[src/rtl/serial_bus_arbiter.sv]
// serial_bus_arbiter: central arbiter for the serial bus.
// Grants one master at a time, pulses split_en when a slave splits the
// current transfer, parks the split master until its slave is ready, then
// gives that master first claim on the bus.
// Optional build macro SERIAL_ARB_ROUND_ROBIN_EN: round-robin selection among
// non-split candidates (default build: fixed priority, lowest index wins).
//
// Handshake: a master holds bus_req high (level) until it is done. The
// arbiter answers with a one-hot bus_grant. The granted master raises
// bus_util within GRANT_TIMEOUT cycles to claim the bus, or the grant is
// revoked. Dropping bus_util (or dropping bus_req before using the bus)
// releases ownership. Every owner change passes through one IDLE cycle.
module serial_bus_arbiter #(
   parameter int MASTER_NO     = 2,
   parameter int SLAVE_NO      = 5,
   parameter int MID_W         = 1,
   parameter int GRANT_TIMEOUT = 8
) (
   input  logic                 clk,
   input  logic                 rst_n,
   input  logic [MASTER_NO-1:0] bus_req,
   input  logic [MASTER_NO-1:0] bus_util,
   output logic [MASTER_NO-1:0] bus_grant,
   output logic [MASTER_NO-1:0] split_en,
   input  logic [SLAVE_NO-1:0]  s_split_req,
   input  logic [SLAVE_NO-1:0]  s_split_ready,
   output logic [MID_W-1:0]     owner_id,
   output logic                 bus_busy,
   output logic                 split_pending,
   output logic [1:0]           state_o
);

   typedef enum logic [1:0] {
      IDLE  = 2'd0,
      GRANT = 2'd1,
      BUSY  = 2'd2,
      SPLIT = 2'd3
   } state_t;

   localparam int SS_W = (SLAVE_NO > 1) ? $clog2(SLAVE_NO) : 1;
   localparam int TM_W = $clog2(GRANT_TIMEOUT + 1);
   localparam logic [TM_W-1:0] TM_LAST = TM_W'(GRANT_TIMEOUT - 1);

   state_t                 state_q, state_d;
   logic [MASTER_NO-1:0]   grant_q, grant_d;
   logic [MASTER_NO-1:0]   split_en_q, split_en_d;
   logic [MID_W-1:0]       owner_q, owner_d;
   logic [MID_W-1:0]       split_master_q, split_master_d;
   logic [SS_W-1:0]        split_slave_q, split_slave_d;
   logic                   busy_q, busy_d;
   logic                   pending_q, pending_d;
   logic [TM_W-1:0]        timer_q, timer_d;

   logic [MASTER_NO-1:0]   eligible;
   logic                   resume;
   logic                   pick_vld;
   logic [MID_W-1:0]       pick_idx;
   logic [MID_W-1:0]       gnt_idx;
   logic [SS_W-1:0]        split_lsb;

`ifdef SERIAL_ARB_ROUND_ROBIN_EN
   logic [MID_W-1:0]       last_owner_q, last_owner_d;
   int                     rr_idx;
`endif

   // Candidate masters: the parked split master is hidden until its slave is ready.
   always_comb begin
      eligible = bus_req;
      if (pending_q && !s_split_ready[split_slave_q]) begin
         eligible[split_master_q] = 1'b0;
      end
   end

   assign resume  = pending_q && s_split_ready[split_slave_q] && bus_req[split_master_q];
   assign gnt_idx = resume ? split_master_q : pick_idx;

`ifdef SERIAL_ARB_ROUND_ROBIN_EN
   // Round-robin pick: search starts one past the last owner and wraps.
   always_comb begin
      pick_vld = 1'b0;
      pick_idx = '0;
      rr_idx   = 0;
      for (int i = MASTER_NO - 1; i >= 0; i--) begin
         rr_idx = (int'(last_owner_q) + 1 + i) % MASTER_NO;
         if (eligible[MID_W'(rr_idx)]) begin
            pick_vld = 1'b1;
            pick_idx = MID_W'(rr_idx);
         end
      end
   end
`else
   // Fixed-priority pick: lowest index wins.
   always_comb begin
      pick_vld = 1'b0;
      pick_idx = '0;
      for (int i = MASTER_NO - 1; i >= 0; i--) begin
         if (eligible[i]) begin
            pick_vld = 1'b1;
            pick_idx = MID_W'(i);
         end
      end
   end
`endif

   // Lowest-index slave asking for a split is the one recorded.
   always_comb begin
      split_lsb = '0;
      for (int i = SLAVE_NO - 1; i >= 0; i--) begin
         if (s_split_req[i]) split_lsb = SS_W'(i);
      end
   end

   // Next-state and registered-output logic.
   always_comb begin
      state_d        = state_q;
      grant_d        = grant_q;
      split_en_d     = '0;
      owner_d        = owner_q;
      busy_d         = busy_q;
      pending_d      = pending_q;
      timer_d        = timer_q;
      split_master_d = split_master_q;
      split_slave_d  = split_slave_q;
`ifdef SERIAL_ARB_ROUND_ROBIN_EN
      last_owner_d   = last_owner_q;
`endif
      case (state_q)
         IDLE: begin
            grant_d = '0;
            busy_d  = 1'b0;
            if (resume || pick_vld) begin
               for (int i = 0; i < MASTER_NO; i++) begin
                  grant_d[i] = (MID_W'(i) == gnt_idx);
               end
               owner_d = gnt_idx;
               busy_d  = 1'b1;
               timer_d = '0;
               state_d = GRANT;
               if (resume) pending_d = 1'b0;
`ifdef SERIAL_ARB_ROUND_ROBIN_EN
               last_owner_d = gnt_idx;
`endif
            end
         end
         GRANT: begin
            if (bus_util[owner_q]) begin
               state_d = BUSY;
            end else if (!bus_req[owner_q] || (timer_q == TM_LAST)) begin
               grant_d = '0;
               busy_d  = 1'b0;
               state_d = IDLE;
            end else begin
               timer_d = timer_q + TM_W'(1);
            end
         end
         BUSY: begin
            // Release has priority over a split request in the same cycle.
            if (!bus_util[owner_q]) begin
               grant_d = '0;
               busy_d  = 1'b0;
               state_d = IDLE;
            end else if ((|s_split_req) && !pending_q) begin
               split_master_d      = owner_q;
               split_slave_d       = split_lsb;
               split_en_d[owner_q] = 1'b1;
               grant_d             = '0;
               busy_d              = 1'b0;
               state_d             = SPLIT;
            end
         end
         SPLIT: begin
            pending_d = 1'b1;
            state_d   = IDLE;
         end
         default: begin
            grant_d = '0;
            busy_d  = 1'b0;
            state_d = IDLE;
         end
      endcase
   end

   // State and output registers; reset clears grants and any pending split.
   always_ff @(posedge clk or negedge rst_n) begin
      if (!rst_n) begin
         state_q        <= IDLE;
         grant_q        <= '0;
         split_en_q     <= '0;
         owner_q        <= '0;
         busy_q         <= 1'b0;
         pending_q      <= 1'b0;
         timer_q        <= '0;
         split_master_q <= '0;
         split_slave_q  <= '0;
`ifdef SERIAL_ARB_ROUND_ROBIN_EN
         last_owner_q   <= '0;
`endif
      end else begin
         state_q        <= state_d;
         grant_q        <= grant_d;
         split_en_q     <= split_en_d;
         owner_q        <= owner_d;
         busy_q         <= busy_d;
         pending_q      <= pending_d;
         timer_q        <= timer_d;
         split_master_q <= split_master_d;
         split_slave_q  <= split_slave_d;
`ifdef SERIAL_ARB_ROUND_ROBIN_EN
         last_owner_q   <= last_owner_d;
`endif
      end
   end

   assign bus_grant     = grant_q;
   assign split_en      = split_en_q;
   assign owner_id      = owner_q;
   assign bus_busy      = busy_q;
   assign split_pending = pending_q;
   assign state_o       = state_q;

endmodule

[config.mk]
export PLATFORM = sky130hd
export DESIGN_NAME = serial_bus_arbiter
export DESIGN_NICKNAME = d
export VERILOG_FILES = /design/src/rtl/serial_bus_arbiter.sv
export SDC_FILE = /design/constraint.sdc
export NUM_CORES = 1
export LEC_CHECK = 0
export CORE_ASPECT_RATIO = 0.8
export CORE_MARGIN = 2
export CORE_UTILIZATION = 30
export DETAILED_ROUTE_END_ITERATION = 10
export SETUP_SLACK_MARGIN = 0.02
export SLEW_MARGIN = 40
export SYNTH_ARGS = -nofsm -noshare
export SYNTH_HDL_FRONTEND = slang
export SYNTH_SLANG_ARGS = --single-unit
[constraint.sdc]
create_clock -name clk -period 1.96 [get_ports clk]
set_input_delay 0.196 -clock clk [delete_from_list [all_inputs] [get_ports clk]]
set_output_delay 0.196 -clock clk [all_outputs]
set_load 0.01 [all_outputs]
==> out/metrics.csv, run 1 <==
metric;value;unit
rr_worst_depth;6;
max_slew_margin;0.748;
synth.distinct_cells;39;
power.clock.fraction;0.123;
max_freq;527;MHz
cts.sinks;17;
worst_slew_pin_slew;0.378;ns
rows;19;
io_buffers;24;
intPower;1280;µW
dieWidth;70.7;µm
reg2reg_slack;0.06;ns
async_flop_share;1.00;
grt_pass1_wl;4.60;mm
critPathSlowestCell;dfrtp_2;
wl;2.61;mm
grt_max_degree;18;
place.gp.congestion;0.840;
ioPinCount;25;
finalClockSkew;0.0105;ns
period_share;0.967;
grt_pass1_vias;1048;
yosysSeqAreaShare;0.399;
r2r-end;timer_q[0]$_DFFE_PN0P_;
synth_commonest_cells;nand2_1 (18), dfrtp_1 (17), a21oi_1 (8), inv_1 (8), nor2_1 (6);
syn_to_final_growth;44.2;%
synth_area;1070;µm²
peakVddDrop;0.663;mV
cp_max_fo;4;
yosysTopAreaCell;dfrtp_1;
antenna_found_initial;0;
synth_top_cell_area_share;0.399;
crit_path_max_incr_delay;0.44;ns
drtPass1Iterations;4;
drv_cap;0;
grt-ovfl-total;0;
drtIter0Drc;58;
worstSetupEndpointType;register;
path_class;register to register;
vias;1006;
status;finished, final reports clean;
ant_nets;0;
drc;0;
hold_violations;0;
track_usage;0.143;
insertion_delay;0.26;ns
p_leak;0.000700;µW
die-area;4050;µm²
start_kind;register;
final_cell_area;1540;µm²
synth_flop_cell;dfrtp_1;
diodes;0;
ys_seq_elements;17;
avgSynthCellArea;9.20;µm²
p_comb_frac;0.594;
syn_inst;116;
clk_path_buf_depth;2;
dp_hpwl;2.08;mm
r2r_start;owner_id$_DFFE_PN0P_;
crit_required;2.09;ns
initial_utilization;0.312;
power.net_switching;867;µW
synth_edf_count;0;
cts-hold-fix-buffers;0;
synth_fp_nets;137;
rsz0062_at_grt;yes;
finalNetCount;179;
switching_share;0.404;
final_util;0.450;
die_y;57.4;µm
wl_per_cell;13.1;µm
powerDensity;1390;nW/µm²
cts_buffers;3;
cp.arrival;2.03;ns
place_area;1460;µm²
drive_above_1_share;0.204;
via_per_inst;5.06;
hp-class;input port to asynchronous set/reset pin;
finalSetupViolCount;0;
power_frac_seq;0.283;
core;3420;µm²
cts.clk_slew.worst_paths;0.07;ns
cts_tree;yes;
yosys-top-cells-area;dfrtp_1 (40%), nand2_1 (6.3%), ha_1 (5.9%), mux2i_1 (4.7%), a21oi_1 (3.8%);
synth_most_common_cell;nand2_1;
h-tree-depth;1;
path_cells;mux2_4 -> nor4bb_2 -> buf_4 -> nor2_2 -> a21o_1 -> a221o_1;
cts_root_buf;clkbuf_8;
timing.final.crit_period;1.90;ns
slew_violations;0;
yosysWarningCount;0;
-- how the worst max path moves through the flow --
| stage | from | endpoint | slack, ns |
|---|---|---|---|
| floorplan | state_o[1]$_DFFE_PN0P_ | timer_q[1]$_DFFE_PN0P_ | 0.03 |
| global placement | bus_req[1] | timer_q[0]$_DFFE_PN0P_ | -0.08 |
| detailed placement | bus_req[0] | timer_q[0]$_DFFE_PN0P_ | -0.1 |
| CTS | owner_id$_DFFE_PN0P_ | timer_q[0]$_DFFE_PN0P_ | 0.04 |
| global route | owner_id$_DFFE_PN0P_ | timer_q[0]$_DFFE_PN0P_ | -0.06 |
| finish | owner_id$_DFFE_PN0P_ | timer_q[0]$_DFFE_PN0P_ | 0.06 |
-- timing repair --
action | in CTS | in global routing
endpoints found under the setup margin | 0 | 7
endpoints found under the hold margin | 0 | 0
setup buffers | 0 | 1
gates resized for setup | 0 | 5
-- critical path: cells and delay by family (launching register included) --
family / cells / cell delay, ns
AO/OA/AOI/OAI: 2 / 0.52
buffers and inverters: 1 / 0.17
flip-flops: 1 / 0.44
multiplexers: 1 / 0.32
AND/OR/NAND/NOR: 2 / 0.32
-- routing by layer --
metal	global-route usage	wire, µm	vias to the layer above
met2	0.239	1200	19
met4	0.0566	33	0
met3	0.0283	90	4
met5	0	0	-
met1	0.183	1290	475
li1	-	-	508
-- placed cells by master, fill, tap and decap left out, drive strengths merged, types with 3 or more instances in the layout --
master and instances:
clkdlybuf4s50 24, nand2 18, buf 17, dfrtp 17
a21oi 8, inv 8, nor2 7, mux2i 5
ha 5, o21ai 3, nand3 3, o31ai 3
clkbuf 3
-- power by group through the flow --
stage / Combinational (µW) / Sequential [µW] / Clock, µW
2_1_floorplan: 692 / 627 / 0
3_3_place_gp: 1200 / 608 / 0
3_5_place_dp: 1220 / 615 / 0
4_1_cts: 1220 / 609 / 280
5_1_grt: 1400 / 622 / 301
6_report: 1270 / 606 / 264
-- through the flow --
step / instances / hold WS [ns] / TNS, ns / power (µW) / setup slack [ns]
detailed placement: 194 / 0.468 / -0.403 / 1830 / -0.0958
finish: 199 / 0.254 / 0 / 2140 / 0.0637
global placement: 194 / 0.464 / -0.280 / 1810 / -0.0753
global route: 199 / 0.274 / -0.172 / 2320 / -0.0635
CTS: 198 / 0.258 / 0 / 2110 / 0.0366
floorplan: 116 / -0.0996 / 0 / 1320 / 0.0273
-- layout make-up --
| type | count | area (µm²) |
|---|---|---|
| Sequential cell | 17 | 427 |
| Clock inverter | 1 | 5.00 |
| Fill cell | 353 | 1880 |
| Clock buffer | 3 | 41.3 |
| Tap cell | 42 | 52.6 |
| Timing Repair Buffer | 41 | 368 |
| Multi-Input combinational cell | 87 | 616 |
| Inverter | 8 | 30.0 |
-- kinds of logic (layout without fill, tap and decap cells) --
family	count (synthesis)	after routing	synth area share
buf+inv	12	53	0.0481
flops	17	17	0.399
mux	7	7	0.0715
simple gates	43	43	0.203
fa+ha+maj	5	5	0.0586
compound gates	32	32	0.220
-- flip-flops by register name, indices dropped and copies added (netlist names) --
signal / count
split_pending: 1
state_o: 2
split_master_q: 1
bus_busy: 1
timer_q: 4
owner_id: 1
split_en: 2
split_slave_q: 3
bus_grant: 2
No activity file was read; power rests on OpenSTA's default activity.
==> inputs of run 2 (changes only) <==
--- a/config.mk
+++ b/config.mk
@@ -10,7 +10,7 @@
 export CORE_UTILIZATION = 30
 export DETAILED_ROUTE_END_ITERATION = 10
 export SETUP_SLACK_MARGIN = 0.02
-export SLEW_MARGIN = 40
+export SLEW_MARGIN = 30
 export SYNTH_ARGS = -nofsm -noshare
 export SYNTH_HDL_FRONTEND = slang
 export SYNTH_SLANG_ARGS = --single-unit
==> results of run 2 <==
The final DEF is identical to that of run 1; final timing and power are the same.
==> inputs of run 3 (changes only) <==
--- a/config.mk
+++ b/config.mk
@@ -9,8 +9,10 @@
 export CORE_MARGIN = 2
 export CORE_UTILIZATION = 30
 export DETAILED_ROUTE_END_ITERATION = 10
+export DONT_BUFFER_PORTS = 1
 export SETUP_SLACK_MARGIN = 0.02
 export SLEW_MARGIN = 30
 export SYNTH_ARGS = -nofsm -noshare
 export SYNTH_HDL_FRONTEND = slang
 export SYNTH_SLANG_ARGS = --single-unit
+export TNS_END_PERCENT = 10
==> run 3 against run 2 <==
Effect of this change:
- the flow now finishes with violations (setup timing)
- non-clock buffer count shrank 27
- power down 6.1%
- clock-buffer cell count is 1 higher
- core utilization down 7.4 points
- critical path depth shrank 1
- largest cell class unchanged
- sequential power rose by 3%
- final cell count down 14%
==> out/metrics.csv, run 3 (synthesis gave the netlist of run 1 again) <==
metric;value;unit;change
status;finished, violations left;;was finished, final reports clean
violations;setup timing;;
top_register;timer_q;;unchanged
initial_utilization;0.312;;unchanged
diodes;0;;unchanged
finalClockSkew;0.000996;ns;was 0.0105 ns
instances_no_fill;172;;was 199
cts_buffers;3;;unchanged
place_area;1170;µm²;was 1460 µm²
max_freq;505;MHz;was 527 MHz
cp_max_fo;8;;was 4
dp_hpwl;1.87;mm;was 2.08 mm
reg2reg_slack;-0.02;ns;was 0.06 ns
hp-class;input port to register;;was input port to asynchronous set/reset pin
h-tree-depth;1;;unchanged
dp.cells;164;;was 194
p_leak;0.000600;µW;was 0.000700 µW
cts.clk_slew.worst_paths;0.07;ns;about the same
cts.sinks;17;;unchanged
dieWidth;70.7;µm;unchanged
whs_endpoint;split_slave_q[0]$_DFFE_PN0P_;;
largest_reg_flops;4;;unchanged
drtPass1Iterations;4;;unchanged
drive_above_1_share;0.208;;was 0.204
largestRegisters;timer_q x4, split_slave_q x3;;unchanged
grt-ovfl-total;0;;unchanged
power_frac_seq;0.310;;was 0.283
max_slew_margin;0.468;;was 0.748
cp.arrival;2.13;ns;was 2.03 ns
io_buffers;0;;was 24
p_comb_frac;0.555;;was 0.594
final_util;0.375;;was 0.450
path_class;register to register;;unchanged
r2r_start;split_slave_q[0]$_DFFE_PN0P_;;was owner_id$_DFFE_PN0P_
intPower;1140;µW;was 1280 µW
syn_to_final_growth;20.4;%;was 44.2%
die-area;4050;µm²;unchanged
hold_violations;0;;unchanged
period_share;1.01;;was 0.967
wl;2.62;mm;was 2.61 mm
final_cell_area;1280;µm²;was 1540 µm²
die_y;57.4;µm;unchanged
grt_pass1_wl;4.17;mm;was 4.60 mm
finalNetCount;152;;was 179
crit_required;2.10;ns;was 2.09 ns
powerDensity;1570;nW/µm²;was 1390 nW/µm²
r2r-end;timer_q[1]$_DFFE_PN0P_;;was timer_q[0]$_DFFE_PN0P_
rsz0062_at_grt;yes;;unchanged
finalSetupTns;-0.0215;ns;was 0 ns
grt_max_degree;18;;unchanged
min-delay-start;s_split_req[0];;
start_kind;register;;unchanged
worst_slew_pin_slew;0.795;ns;was 0.378 ns
drv_cap;0;;unchanged
via_per_inst;5.37;;was 5.06
power.net_switching;871;µW;was 867 µW
place.gp.congestion;0.778;;was 0.840
ant_nets;0;;unchanged
rows;19;;unchanged
most-common-layout-cells;nand2_1 (18), dfrtp_1 (16), buf_4 (13);;was clkdlybuf4s50_1 (24), nand2_1 (18), buf_4 (17)
worstSetupEndpointType;register;;unchanged
rr_worst_depth;5;;was 6
power.clock.fraction;0.135;;was 0.123
wl_per_cell;15.2;µm;was 13.1 µm
track_usage;0.132;;was 0.143
clk_path_buf_depth;2;;unchanged
antenna_found_initial;0;;unchanged
timing.final.crit_period;1.98;ns;was 1.90 ns
cts_tree;yes;;unchanged
final_common_cell;nand2_1;;was clkdlybuf4s50_1
drc;0;;unchanged
slew_violations;0;;unchanged
core;3420;µm²;unchanged
drtIter0Drc;11;;was 58
switching_share;0.433;;was 0.404
finalWorstSetupSlack;-0.0215;ns;was 0.0637 ns
grt_pass1_vias;860;;was 1048
vias;923;;was 1006
min_path_cells;1;;
insertion_delay;0.26;ns;about the same
cts_root_buf;clkbuf_8;;unchanged
ioPinCount;25;;unchanged
finalSetupViolCount;1;;was 0
peakVddDrop;0.945;mV;was 0.663 mV
run 3: per-stage QoR:
stage	power, µW	worst slack (ns)	hold slack, ns
floorplan	1320	0.0273	-0.0996
global placement	1600	0.0490	-0.0993
detailed placement	1630	-0.0198	-0.0993
CTS	1960	0.0317	0.0301
global route	2160	-0.0790	0.0224
finish	2010	-0.0215	0.0305
run 3: what timing repair did:
item | 4_1_cts | 5_1_grt
buffers inserted | 3 | 0
pin swaps | 0 | 2
endpoints found under the setup margin | 3 | 4
hold buffers | 1 | 0
gates resized for setup | 1 | 5
hold endpoints to repair | 17 | 0
run 3: worst max path at each step:
stage                                       from                     end  slack, ns  cells past startpoint
finish              split_slave_q[0]$_DFFE_PN0P_  timer_q[1]$_DFFE_PN0P_      -0.02                      5
global route        split_slave_q[0]$_DFFE_PN0P_  timer_q[1]$_DFFE_PN0P_      -0.08                      5
CTS                 split_slave_q[1]$_DFFE_PN0P_  timer_q[2]$_DFFE_PN0P_       0.03                      5
detailed placement          owner_id$_DFFE_PN0P_  timer_q[1]$_DFFE_PN0P_      -0.02                      6
global placement            owner_id$_DFFE_PN0P_  timer_q[1]$_DFFE_PN0P_       0.05                      6
floorplan                 state_o[1]$_DFFE_PN0P_  timer_q[1]$_DFFE_PN0P_       0.03                      9
run 3: final cells by class:
type,instances,area (µm²)
clock buffer,4,45.0
fill,351,2140
inverter,8,30.0
multi-input combinational,87,623
sequential,17,427
tap,42,52.6
timing repair buffer,14,108
run 3: critical path: stages, from the launching register on:
cell     delay [ns]
dfrtp_1        0.41
or2_2          0.31
o22ai_1        0.34
o32ai_4        0.20
a21o_1         0.26
a221o_1        0.35
run 3: power groups by stage:
stage	Combinational [µW]	Sequential [µW]	Clock [µW]
3_3_place_gp	977	623	0
3_5_place_dp	999	630	0
4_1_cts	1060	623	279
2_1_floorplan	692	627	0
5_1_grt	1220	646	298
6_report	1120	625	271
run 3: metal layers:
metal / vias up / track usage / routed length, µm
li1: 456 / - / -
met1: 452 / 0.187 / 1320
met2: 13 / 0.194 / 1150
met3: 2 / 0.0442 / 116
met4: 0 / 0.0404 / 26
met5: - / 0 / 0
